===== config.mk =====
export PLATFORM = sky130hd
export DESIGN_NAME = sc_frog_position_register
export DESIGN_NICKNAME = d
export VERILOG_FILES = /design/src/rtl/sc_frog_pkg.sv /design/src/rtl/sc_frog_position_decoder.sv /design/src/rtl/sc_frog_position_register.sv
export SDC_FILE = /design/constraint.sdc
export NUM_CORES = 1
export LEC_CHECK = 0
export BUFFER_PORTS_ARGS = -buffer_cell sky130_fd_sc_hd__clkbuf_2
export CAP_MARGIN = 20
export CORE_MARGIN = 2
export CORE_UTILIZATION = 40
export DETAILED_ROUTE_END_ITERATION = 8
export GPL_ROUTABILITY_DRIVEN = 0
export PLACE_DENSITY = 0.7
export SYNTH_ARGS = -nofsm -noshare
export SYNTH_HDL_FRONTEND = slang
export SYNTH_HIERARCHICAL = 1
export SYNTH_SLANG_ARGS = --single-unit

===== constraint.sdc =====
create_clock -name SC_FROGPOS_CLOCK_50 -period 2.18 [get_ports SC_FROGPOS_CLOCK_50]
set_input_delay 0.327 -clock SC_FROGPOS_CLOCK_50 [delete_from_list [all_inputs] [get_ports SC_FROGPOS_CLOCK_50]]
set_output_delay 0.327 -clock SC_FROGPOS_CLOCK_50 [all_outputs]
set_load 0.02 [all_outputs]

===== src/rtl/sc_frog_pkg.sv =====
// rtl/sc_frog_pkg.sv - shared constants and command encoding for the frog position logic
//
// Purpose: shift selection codes, default playfield geometry and the command
// enum used by the position register's priority encoder.
// Ports: none (package).

package sc_frog_pkg;

  localparam logic [1:0] SHIFT_LEFT  = 2'b01;
  localparam logic [1:0] SHIFT_RIGHT = 2'b10;
  localparam logic [1:0] SHIFT_HOLD  = 2'b11;

  localparam int DEFAULT_ROWS      = 8;
  localparam int DEFAULT_COLS      = 8;
  localparam int DEFAULT_START_COL = 3;

  typedef enum logic [2:0] {
    CMD_HOLD  = 3'd0,
    CMD_CLEAR = 3'd1,
    CMD_UP    = 3'd2,
    CMD_DOWN  = 3'd3,
    CMD_LEFT  = 3'd4,
    CMD_RIGHT = 3'd5
  } cmd_e;

endpackage


===== src/rtl/sc_frog_position_decoder.sv =====
// rtl/sc_frog_position_decoder.sv - row/col index to one-hot playfield matrix
//
// Purpose: combinational decode of a (row, col) index pair into a one-hot
// ROWS*COLS matrix; row r occupies bits [r*COLS +: COLS], column c is bit c
// within the row. Indices outside the playfield set no bit.
// Ports:
//   row_i    in  RW         row index
//   col_i    in  CW         column index
//   matrix_o out ROWS*COLS  one-hot position (all zero if out of range)

module sc_frog_position_decoder
  import sc_frog_pkg::*;
#(
  parameter int ROWS = DEFAULT_ROWS,
  parameter int COLS = DEFAULT_COLS,
  parameter int RW   = (ROWS > 1) ? $clog2(ROWS) : 1,
  parameter int CW   = (COLS > 1) ? $clog2(COLS) : 1
) (
  input  logic [RW-1:0]        row_i,
  input  logic [CW-1:0]        col_i,
  output logic [ROWS*COLS-1:0] matrix_o
);

  // Each bit compares against its own constant coordinates, so an index that
  // names no real row/column simply matches nothing.
  always_comb begin
    matrix_o = '0;
    for (int r = 0; r < ROWS; r++) begin
      for (int c = 0; c < COLS; c++) begin
        matrix_o[r*COLS + c] = (row_i == RW'(r)) && (col_i == CW'(c));
      end
    end
  end

endmodule


===== src/rtl/sc_frog_position_register.sv =====
// rtl/sc_frog_position_register.sv - frog position register on the point FSM control bus
//
// Purpose: holds the frog row/column, executes one command per clock in
// priority clear > up > down > shift > hold, tracks the sticky goal flag and a
// saturating count of accepted moves, and drives the one-hot position matrix.
// Ports:
//   SC_FROGPOS_CLOCK_50              in   1          system clock
//   SC_FROGPOS_RESET_InLow           in   1          async active-low reset
//   SC_FROGPOS_clear_InLow           in   1          re-initialise position/goal/counter
//   SC_FROGPOS_load0_InLow           in   1          move up one row
//   SC_FROGPOS_load1_InLow           in   1          move down one row
//   SC_FROGPOS_shiftselection_In     in   2          01 left, 10 right, else hold
//   SC_FROGPOS_matrix_Out            out  ROWS*COLS  one-hot position
//   SC_FROGPOS_FirstRegister_OutLow  out  1          0 while in row 0
//   SC_FROGPOS_goal_OutHigh          out  1          sticky goal-reached flag
//   SC_FROGPOS_moved_OutHigh         out  1          pulse per accepted move
//   SC_FROGPOS_moves_Out             out  CNT_W      saturating accepted-move count

module sc_frog_position_register
  import sc_frog_pkg::*;
#(
  parameter int ROWS      = DEFAULT_ROWS,
  parameter int COLS      = DEFAULT_COLS,
  parameter int START_COL = DEFAULT_START_COL,
  parameter int CNT_W     = 8
) (
  input  logic                 SC_FROGPOS_CLOCK_50,
  input  logic                 SC_FROGPOS_RESET_InLow,
  input  logic                 SC_FROGPOS_clear_InLow,
  input  logic                 SC_FROGPOS_load0_InLow,
  input  logic                 SC_FROGPOS_load1_InLow,
  input  logic [1:0]           SC_FROGPOS_shiftselection_In,
  output logic [ROWS*COLS-1:0] SC_FROGPOS_matrix_Out,
  output logic                 SC_FROGPOS_FirstRegister_OutLow,
  output logic                 SC_FROGPOS_goal_OutHigh,
  output logic                 SC_FROGPOS_moved_OutHigh,
  output logic [CNT_W-1:0]     SC_FROGPOS_moves_Out
);

  localparam int RW = (ROWS > 1) ? $clog2(ROWS) : 1;
  localparam int CW = (COLS > 1) ? $clog2(COLS) : 1;

  localparam logic [RW-1:0] ROW_TOP   = RW'(ROWS - 1);
  localparam logic [CW-1:0] COL_RIGHT = CW'(COLS - 1);
  localparam logic [CW-1:0] COL_START = CW'(START_COL);

  logic           clk;
  logic           rst_n;
  cmd_e           cmd;

  logic [RW-1:0]    row_q, row_d;
  logic [CW-1:0]    col_q, col_d;
  logic             goal_q, goal_d;
  logic             moved_q, moved_d;
  logic [CNT_W-1:0] moves_q, moves_d;
  logic             accept;

  assign clk   = SC_FROGPOS_CLOCK_50;
  assign rst_n = SC_FROGPOS_RESET_InLow;

  // Priority encoder: exactly one command per edge.
  always_comb begin
    cmd = CMD_HOLD;
    if (!SC_FROGPOS_clear_InLow) begin
      cmd = CMD_CLEAR;
    end else if (!SC_FROGPOS_load0_InLow) begin
      cmd = CMD_UP;
    end else if (!SC_FROGPOS_load1_InLow) begin
      cmd = CMD_DOWN;
    end else if (SC_FROGPOS_shiftselection_In == SHIFT_LEFT) begin
      cmd = CMD_LEFT;
    end else if (SC_FROGPOS_shiftselection_In == SHIFT_RIGHT) begin
      cmd = CMD_RIGHT;
    end
  end

  always_comb begin
    row_d   = row_q;
    col_d   = col_q;
    goal_d  = goal_q;
    accept  = 1'b0;
    case (cmd)
      CMD_CLEAR: begin
        row_d  = '0;
        col_d  = COL_START;
        goal_d = 1'b0;
      end
      CMD_UP: begin
        // An UP from the goal row is how the goal is reached; it does not move.
        if (row_q == ROW_TOP) begin
          goal_d = 1'b1;
        end else begin
          row_d  = row_q + 1'b1;
          accept = 1'b1;
        end
      end
      CMD_DOWN: begin
        if (row_q != '0) begin
          row_d  = row_q - 1'b1;
          accept = 1'b1;
        end
      end
      CMD_LEFT: begin
        if (col_q != '0) begin
          col_d  = col_q - 1'b1;
          accept = 1'b1;
        end
      end
      CMD_RIGHT: begin
        if (col_q != COL_RIGHT) begin
          col_d  = col_q + 1'b1;
          accept = 1'b1;
        end
      end
      default: ;
    endcase

    moved_d = accept;
    moves_d = moves_q;
    if (cmd == CMD_CLEAR) begin
      moves_d = '0;
    end else if (accept && (moves_q != '1)) begin
      moves_d = moves_q + 1'b1;
    end
  end

  always_ff @(posedge clk or negedge rst_n) begin
    if (!rst_n) begin
      row_q   <= '0;
      col_q   <= COL_START;
      goal_q  <= 1'b0;
      moved_q <= 1'b0;
      moves_q <= '0;
    end else begin
      row_q   <= row_d;
      col_q   <= col_d;
      goal_q  <= goal_d;
      moved_q <= moved_d;
      moves_q <= moves_d;
    end
  end

  sc_frog_position_decoder #(
    .ROWS (ROWS),
    .COLS (COLS),
    .RW   (RW),
    .CW   (CW)
  ) u_decoder (
    .row_i    (row_q),
    .col_i    (col_q),
    .matrix_o (SC_FROGPOS_matrix_Out)
  );

  assign SC_FROGPOS_FirstRegister_OutLow = (row_q != '0);
  assign SC_FROGPOS_goal_OutHigh         = goal_q;
  assign SC_FROGPOS_moved_OutHigh        = moved_q;
  assign SC_FROGPOS_moves_Out            = moves_q;

endmodule


==> results by group, run 1 <==
Outcome
  • Failing checks: hold timing
  • Status: complete, but fails checks

Clocking
  • Clock buffer depth: 2
  • Clk_lat worst skew: between 0.2 and 0.3 ns
  • Clk sink count: 16
  • Setup bufs post-CTS: 0
  • TritonCTS clock tree: done
  • Clock root buffer: clkbuf_8
  • Clock transition at path regs: 0.06 ns
  • CTS Buf Count: 3
  • Htree depth: 1

Logic synthesis
  • Synthesized instance count: between 200 and 250
  • Synth Cell Area: ~1500 µm²
  • Compound-gate portion of the synthesized area: 0.1550
  • Unique masters post-synth: 45
  • Synth Area in Simple Gates: 0.4114
  • Mux contribution to synthesized area: 0.05111
  • Most common cell in the netlist: nor2_1
  • Top post-synthesis cells by area: dfrtp_1 (23%), nor2_1 (16%), nand4bb_1 (4.5%)
  • Xor and xnor area share after synthesis: 0.01154
  • Post-synth top area share: 0.2308
  • Prevailing post-synth register cell: dfrtp_1
  • Synth area leader: dfrtp_1
  • Synth Area in Adders: 0.04287
  • Post-synth EDFFs: 0
  • Commonest cells in the synthesized netlist: nor2_1 (66), dfrtp_1 (14), inv_1 (13)
  • Post-synth ARST share: 1.000
  • Synth Net Count: approximately 220
  • Mean post-synth cell area: between 7 and 8 µm²
  • Yosys Warn Count: 6
  • Largest family of logic cells by synthesized area: simple AND/OR/NAND/NOR gates
  • Seq cells post-synth: 16
  • Post-synthesis sequential area ratio: 0.2655

STA
  • RSZ-0062 raised after global routing: false
  • Slew @ Worst Pin: around 0.66 ns
  • Setup TNS: 0 ns
  • Max Clock Skew: between 0.004 and 0.005 ns
  • Min Hold Slack: -0.004564 ns
  • Tmin final: roughly 2.1 ns
  • Setup WS post-layout: between 0.08 and 0.09 ns
  • Achievable frequency: 476.6 MHz
  • Fin crit share: 0.9625
  • Final Setup Violations: 0
  • Max-slew violations: 0
  • Final hold violations: 11
  • Max-Slew Margin vs Limit: 0.5575

Critical path
  • Crit Path Max Fanout: 22
  • Worst EP arrival: 1.77 ns
  • FF-to-FF End: SC_FROGPOS_moves_Out[3]$_DFFE_PN0P_
  • Worst EP required: between 1.5 and 2 ns
  • Reg2reg path depth: 5
  • RR Startpoint: col_q[0]$_DFFE_PN1P_
  • Reg-to-reg slack, setup: roughly 0.36 ns
  • Nature of the critical path endpoint: output port
  • CP Class: flop to output port
  • Startpoint types: flop

Placed design
  • HPWL after DPL: between 3 and 4 mm
  • Post-Place Setup Slack: roughly 0.067 ns
  • PortBufs: roughly 80

Worst hold path
  • Min-delay worst type: input pin to asynchronous set/reset pin

Finish
  • Layout cell share with drive strength beyond 1: 0.3763
  • Number of filler cells placed in the layout: roughly 350
  • Final net count: 292
  • Antenna cells: 0
  • Layout area overhead: 32.40%

Pwr
  • Peak supply drop: between 0.4 and 0.5 mV
  • Clock power share: 0.185
  • Sequential cell fraction of total power: 0.361
  • Static leakage power: roughly 0.97 nW
  • Int Power: ~0.64 mW
  • Switching share of power: 0.4692
  • Power Density: approximately 600 nW/µm²
  • Gate power share: 0.454
  • Total Power: roughly 1.2 mW
  • Psw: between 0.5 and 0.6 mW

Floorplan
  • Placement row count: 22
  • Core Box Area: approximately 3700 µm²
  • Initial core utilization: 0.4146
  • Die W: ~66 µm
  • Die ar.: between 4000 and 5000 µm²
  • Die height: about 66 µm
  • I/O pin count: 82

GRT
  • Largest net degree at the start of global routing: 23
  • GRT Util Overall: 0.2038
  • Total grt overflow: 0
  • Initial antenna violation count: 0
  • Vias in the first global route: approximately 1.6k
  • First-pass GRT wire length: 7.031 mm

Detailed routing
  • Initial DRC Count: between 90 and 100
  • Vias per inst: ~5.3
  • ANT nets after route: 0
  • Drt drc: 0
  • Pre-antenna DRT Iters: 4
  • Routed wire length: approximately 4.2 mm
  • Vias post-DR: ~1.7k
  • DR WL/cell: roughly 13 µm

Job
  • MaxCap Viol Count: 0
routing by layer:
layer	share of wire	GRT usage
met5	0	0
met4	0.0076	0.04167
met3	0.054	0.03938
met2	0.51	0.3737
met1	0.43	0.2460
layout by cell type, fill, tap and decap left out, drive strengths merged, types with 2 or more instances in the layout:
cell type  Yosys  routed
nor2          66      66
a211oi         3       3
buf            1       3
nand4bb        6       6
dfrtp         14      14
clkbuf        11      84
inv           13      13
or3            2       2
fa             2       2
a21oi          8       8
nor3           2       2
or4b           4       4
dfstp          2       2
and3           5       5
nand4          4       4
ha             2       2
o21ai         10      10
or2            3       3
xnor2          2       2
nand2b         3       3
a221oi         2       2
mux2i          5       5
nand4b         5       5
o2111ai        2       2
nand3          5       5
nand2         10      10
through the flow:
| stage | instances | util | instance area, µm² |
|---|---|---|---|
| detailed placement | 324 | 0.5352 | 1959 |
| finish | 327 | 0.5489 | 2009 |
| CTS | 327 | 0.5465 | 2001 |
| floorplan | 204 | - | 1518 |
| global route | 327 | 0.5489 | 2009 |
| global placement | 324 | 0.5352 | 1959 |
power groups by stage:
stage / registers (mW) / logic [mW] / clock network, mW
after global routing: 0.448 / 0.606 / 0.252
after detailed placement: 0.436 / 0.553 / 0
after global placement: 0.433 / 0.545 / 0
after floorplan: 0.426 / 0.409 / 0
after CTS: 0.431 / 0.556 / 0.234
final: 0.436 / 0.550 / 0.224
cells by family after synthesis:
group           count (synthesis)
simple gates                  120
compound gates                 31
buf+inv                        25
flops                          16
mux                             6
fa+ha+maj                       4
xor+xnor                        2
cell type report:
type	instances	area, µm²	area share
well taps	48	60.06	0.02989
clock buffers	3	41.29	0.02055
inverters	13	48.80	0.02428
multi-input cells	163	1023	0.5093
repair buffers	84	427.9	0.2130
flip-flops and latches	16	407.9	0.2030
repair_timing:
item                                    in CTS  in global routing
hold buffers                                 0                  0
resized for setup                            0                  3
endpoints found under the setup margin       0                  8
critical path, cell delays in order, from the launching register on:
cell and delay [ns]:
dfstp_4 0.73, or4b_4 0.51, nor2_1 0.10, clkbuf_2 0.18
worst max path at each step:
stage                                      to                             from  cells after the start
floorplan                col_q[2]$_DFFE_PN0P_  SC_FROGPOS_shiftselection_In[0]                      8
global placement         col_q[2]$_DFFE_PN0P_  SC_FROGPOS_shiftselection_In[0]                      9
detailed placement       col_q[2]$_DFFE_PN0P_  SC_FROGPOS_shiftselection_In[0]                      9
CTS                 SC_FROGPOS_matrix_Out[17]             col_q[0]$_DFFE_PN1P_                      3
global route        SC_FROGPOS_matrix_Out[25]             col_q[0]$_DFFE_PN1P_                      3
finish               SC_FROGPOS_matrix_Out[9]             col_q[0]$_DFFE_PN1P_                      3
flip-flops by register name, summed over array words and instances, names as in the netlist:
name,count
SC_FROGPOS_moves_Out,8
SC_FROGPOS_moved_OutHigh,1
SC_FROGPOS_goal_OutHigh,1
row_q,3
col_q,3
Note: power is estimated with default switching activity, not from simulation.
==> run 2, diff against run 1 <==
Settings changed: CELL_PAD_IN_SITES_DETAIL_PLACEMENT from default to 1, CELL_PAD_IN_SITES_GLOBAL_PLACEMENT from default to 1, CORE_UTILIZATION 40 to 30, PLACE_DENSITY 0.7 to 0.76, RECOVER_POWER from default to 50.
==> run 2 against run 1 <==
  * Sequential share of layout area fell by 0.15 points
  * Hold slack improved by 0.17 ns
  * Combinational power barely moved
  * Clock skew fell by 0.0031 ns
  * The run now ends clean
  * Total power rose by 3.1%
  * Largest cell class unchanged
  * Worst setup slack improved by 0.0096 ns
  * Fmax rose by 0.46%
==> results by group, run 2 (synthesis results as in run 1) <==
STA
  • Max Clock Skew: about 0.0012 ns
  • Tmin final: 2.089 ns
  • Slew @ Worst Pin: around 0.86 ns
  • Setup WS post-layout: a little over 0.09 ns
  • Fin crit share: 0.9581
  • Achievable frequency: 478.8 MHz
  • Max-Slew Margin vs Limit: 0.4281
  • RSZ-0062 raised after global routing: true
  • Max-slew violations: 0
  • Final hold violations: 0
  • Final Setup Violations: 0

GRT
  • GRT Util Overall: 0.1676
  • Total grt overflow: 0
  • Largest net degree at the start of global routing: 21
  • Vias in the first global route: 1593
  • First-pass GRT wire length: approximately 7.6 mm
  • Initial antenna violation count: 0

Clocking
  • CTS Buf Count: 3
  • Htree depth: 1
  • Cts hold-fix bufs: 0
  • Clk sink count: 16
  • Clock buffer depth: 2
  • Clk_lat worst skew: around 0.25 ns
  • Clock transition at path regs: 0.07 ns
  • TritonCTS clock tree: done
  • Clock root buffer: clkbuf_8

Detailed routing
  • ANT nets after route: 0
  • Initial DRC Count: 55
  • DR WL/cell: around 14 µm
  • Vias post-DR: 1725
  • Vias per inst: 4.957
  • Drt drc: 0
  • Routed wire length: approximately 4.8 mm
  • Pre-antenna DRT Iters: 4

Finish
  • Max reg flops: 8
  • Layout area overhead: 32.15%
  • Register Area: 404.1 µm²
  • Most common cell after layout, fill and taps aside: nor2_1
  • Antenna cells: 0
  • Non-Filler Instances: ~350
  • Post-layout util: 0.4191
  • Most frequent cells in the layout: nor2_1 (66), clkbuf_2 (65), clkbuf_1 (16)
  • Area used by multi-input combinational logic: roughly 1000 µm²
  • Final net count: roughly 290
  • Number of filler cells placed in the layout: 653
  • Final instance area: 2006 µm²
  • Layout cell share with drive strength beyond 1: 0.3025

Pwr
  • Power Density: a little over 600 nW/µm²
  • Static leakage power: 0.9285 nW
  • Peak supply drop: between 0.3 and 0.4 mV

Floorplan
  • Die height: roughly 75 µm
  • Initial core utilization: 0.3171
  • Die ar.: ~5600 µm²
  • Core Box Area: between 4000 and 5000 µm²
  • Placement row count: 25
  • I/O pin count: 82
  • Die W: 75.13 µm

Placed design
  • HPWL after DPL: 3.737 mm
  • PortBufs: 81
  • Post-Place Setup Slack: about 0.05 ns
  • Placed cell count: between 300 and 400
  • Post-Place Cell Area: 1991 µm²

Critical path
  • CP Class: flop to output port
  • Nature of the critical path endpoint: output port
  • Top delay family on crit path: flip-flops
  • Worst path bufs/invs: 1
  • Startpoint types: flop
  • Worst EP arrival: around 1.8 ns
  • Max stage delay on crit path: roughly 0.68 ns
  • Max stage delay cell, worst path: dfstp_2
  • Crit Path Max Fanout: 15
  • Worst EP required: between 1.5 and 2 ns
  • Critical-path cell list: or4b_1 > nor2_1 > clkbuf_2

Job
  • MaxCap Viol Count: 0

Outcome
  • Status: completed

Worst hold path
  • Min-delay worst type: input pin to asynchronous set/reset pin
-- run 2: changes by cell type in the layout (fill, tap and decap cells not counted), moves of 2 or more --
cell      change
a221oi_2      -2
clkbuf_1     +16
a221oi_1      +2
o21ai_0       +3
o21ai_1       -2
clkbuf_2     -16
-- run 2: layout make-up --
| cell class | instances | share of cell area |
|---|---|---|
| inverter | 13 | 0.02433 |
| sequential | 16 | 0.2015 |
| tap | 67 | 0.04180 |
| timing repair buffer | 85 | 0.2071 |
| clock buffer | 4 | 0.02745 |
| multi-input combinational | 163 | 0.4978 |
-- run 2: timing repair --
| item | 4_1_cts | 5_1_grt |
|---|---|---|
| gates resized for setup | 0 | 2 |
| endpoints found under the setup margin | 0 | 9 |
| setup buffers | 0 | 0 |
| hold endpoints to repair | 0 | 0 |
-- run 2: final timing paths --
path                                                             from                                   to  slack (ns)  depth (start not counted)
setup reg to reg                                 row_q[0]$_DFFE_PN0P_  SC_FROGPOS_moves_Out[1]$_DFFE_PN0P_        0.30                          5
hold reg to reg                   SC_FROGPOS_goal_OutHigh$_DFFE_PN0P_  SC_FROGPOS_goal_OutHigh$_DFFE_PN0P_        0.53                          2
min in group SC_FROGPOS_CLOCK_50  SC_FROGPOS_goal_OutHigh$_DFFE_PN0P_  SC_FROGPOS_goal_OutHigh$_DFFE_PN0P_        0.53                          2
setup / recovery                                 col_q[0]$_DFFE_PN1P_            SC_FROGPOS_matrix_Out[17]        0.09                          3
hold / removal                                 SC_FROGPOS_RESET_InLow  SC_FROGPOS_moves_Out[0]$_DFFE_PN0P_        0.16                          1
max in group asynchronous                      SC_FROGPOS_RESET_InLow                 row_q[2]$_DFFE_PN0P_        1.43                          1
-- run 2: metrics by stage --
step	total power, mW	hold slack (ns)	setup TNS [ns]
6_report	1.247	0.1617	0
5_1_grt	1.353	0.2356	-0.04032
4_1_cts	1.288	0.007786	0
3_5_place_dp	1.015	0.2786	0
3_3_place_gp	0.9979	0.2735	0
2_1_floorplan	0.8344	0.03141	0
-- run 2: layer usage --
| metal | wire length [µm] | track usage | vias to the layer above |
|---|---|---|---|
| met5 | 0 | 0 | - |
| met1 | 2125 | 0.2167 | 799 |
| li1 | - | - | 860 |
| met2 | 2245 | 0.3099 | 66 |
| met4 | 0 | 0.01984 | 0 |
| met3 | 382 | 0.01606 | 0 |
-- run 2: worst register-to-register path, cell delays in order, from the launching register on --
cell     delay, ns
dfrtp_1       0.48
nor3_1        0.29
o21ai_0       0.14
and3_1        0.29
o21ai_0       0.39
mux2i_1       0.22
-- run 2: where the power goes --
part           total [mW]  internal, mW  switching (mW)  leakage [nW]
logic               0.551         0.169           0.382         0.692
registers           0.431         0.341          0.0894         0.208
clock network       0.265         0.160           0.105        0.0288
total                1.25         0.671           0.576         0.929
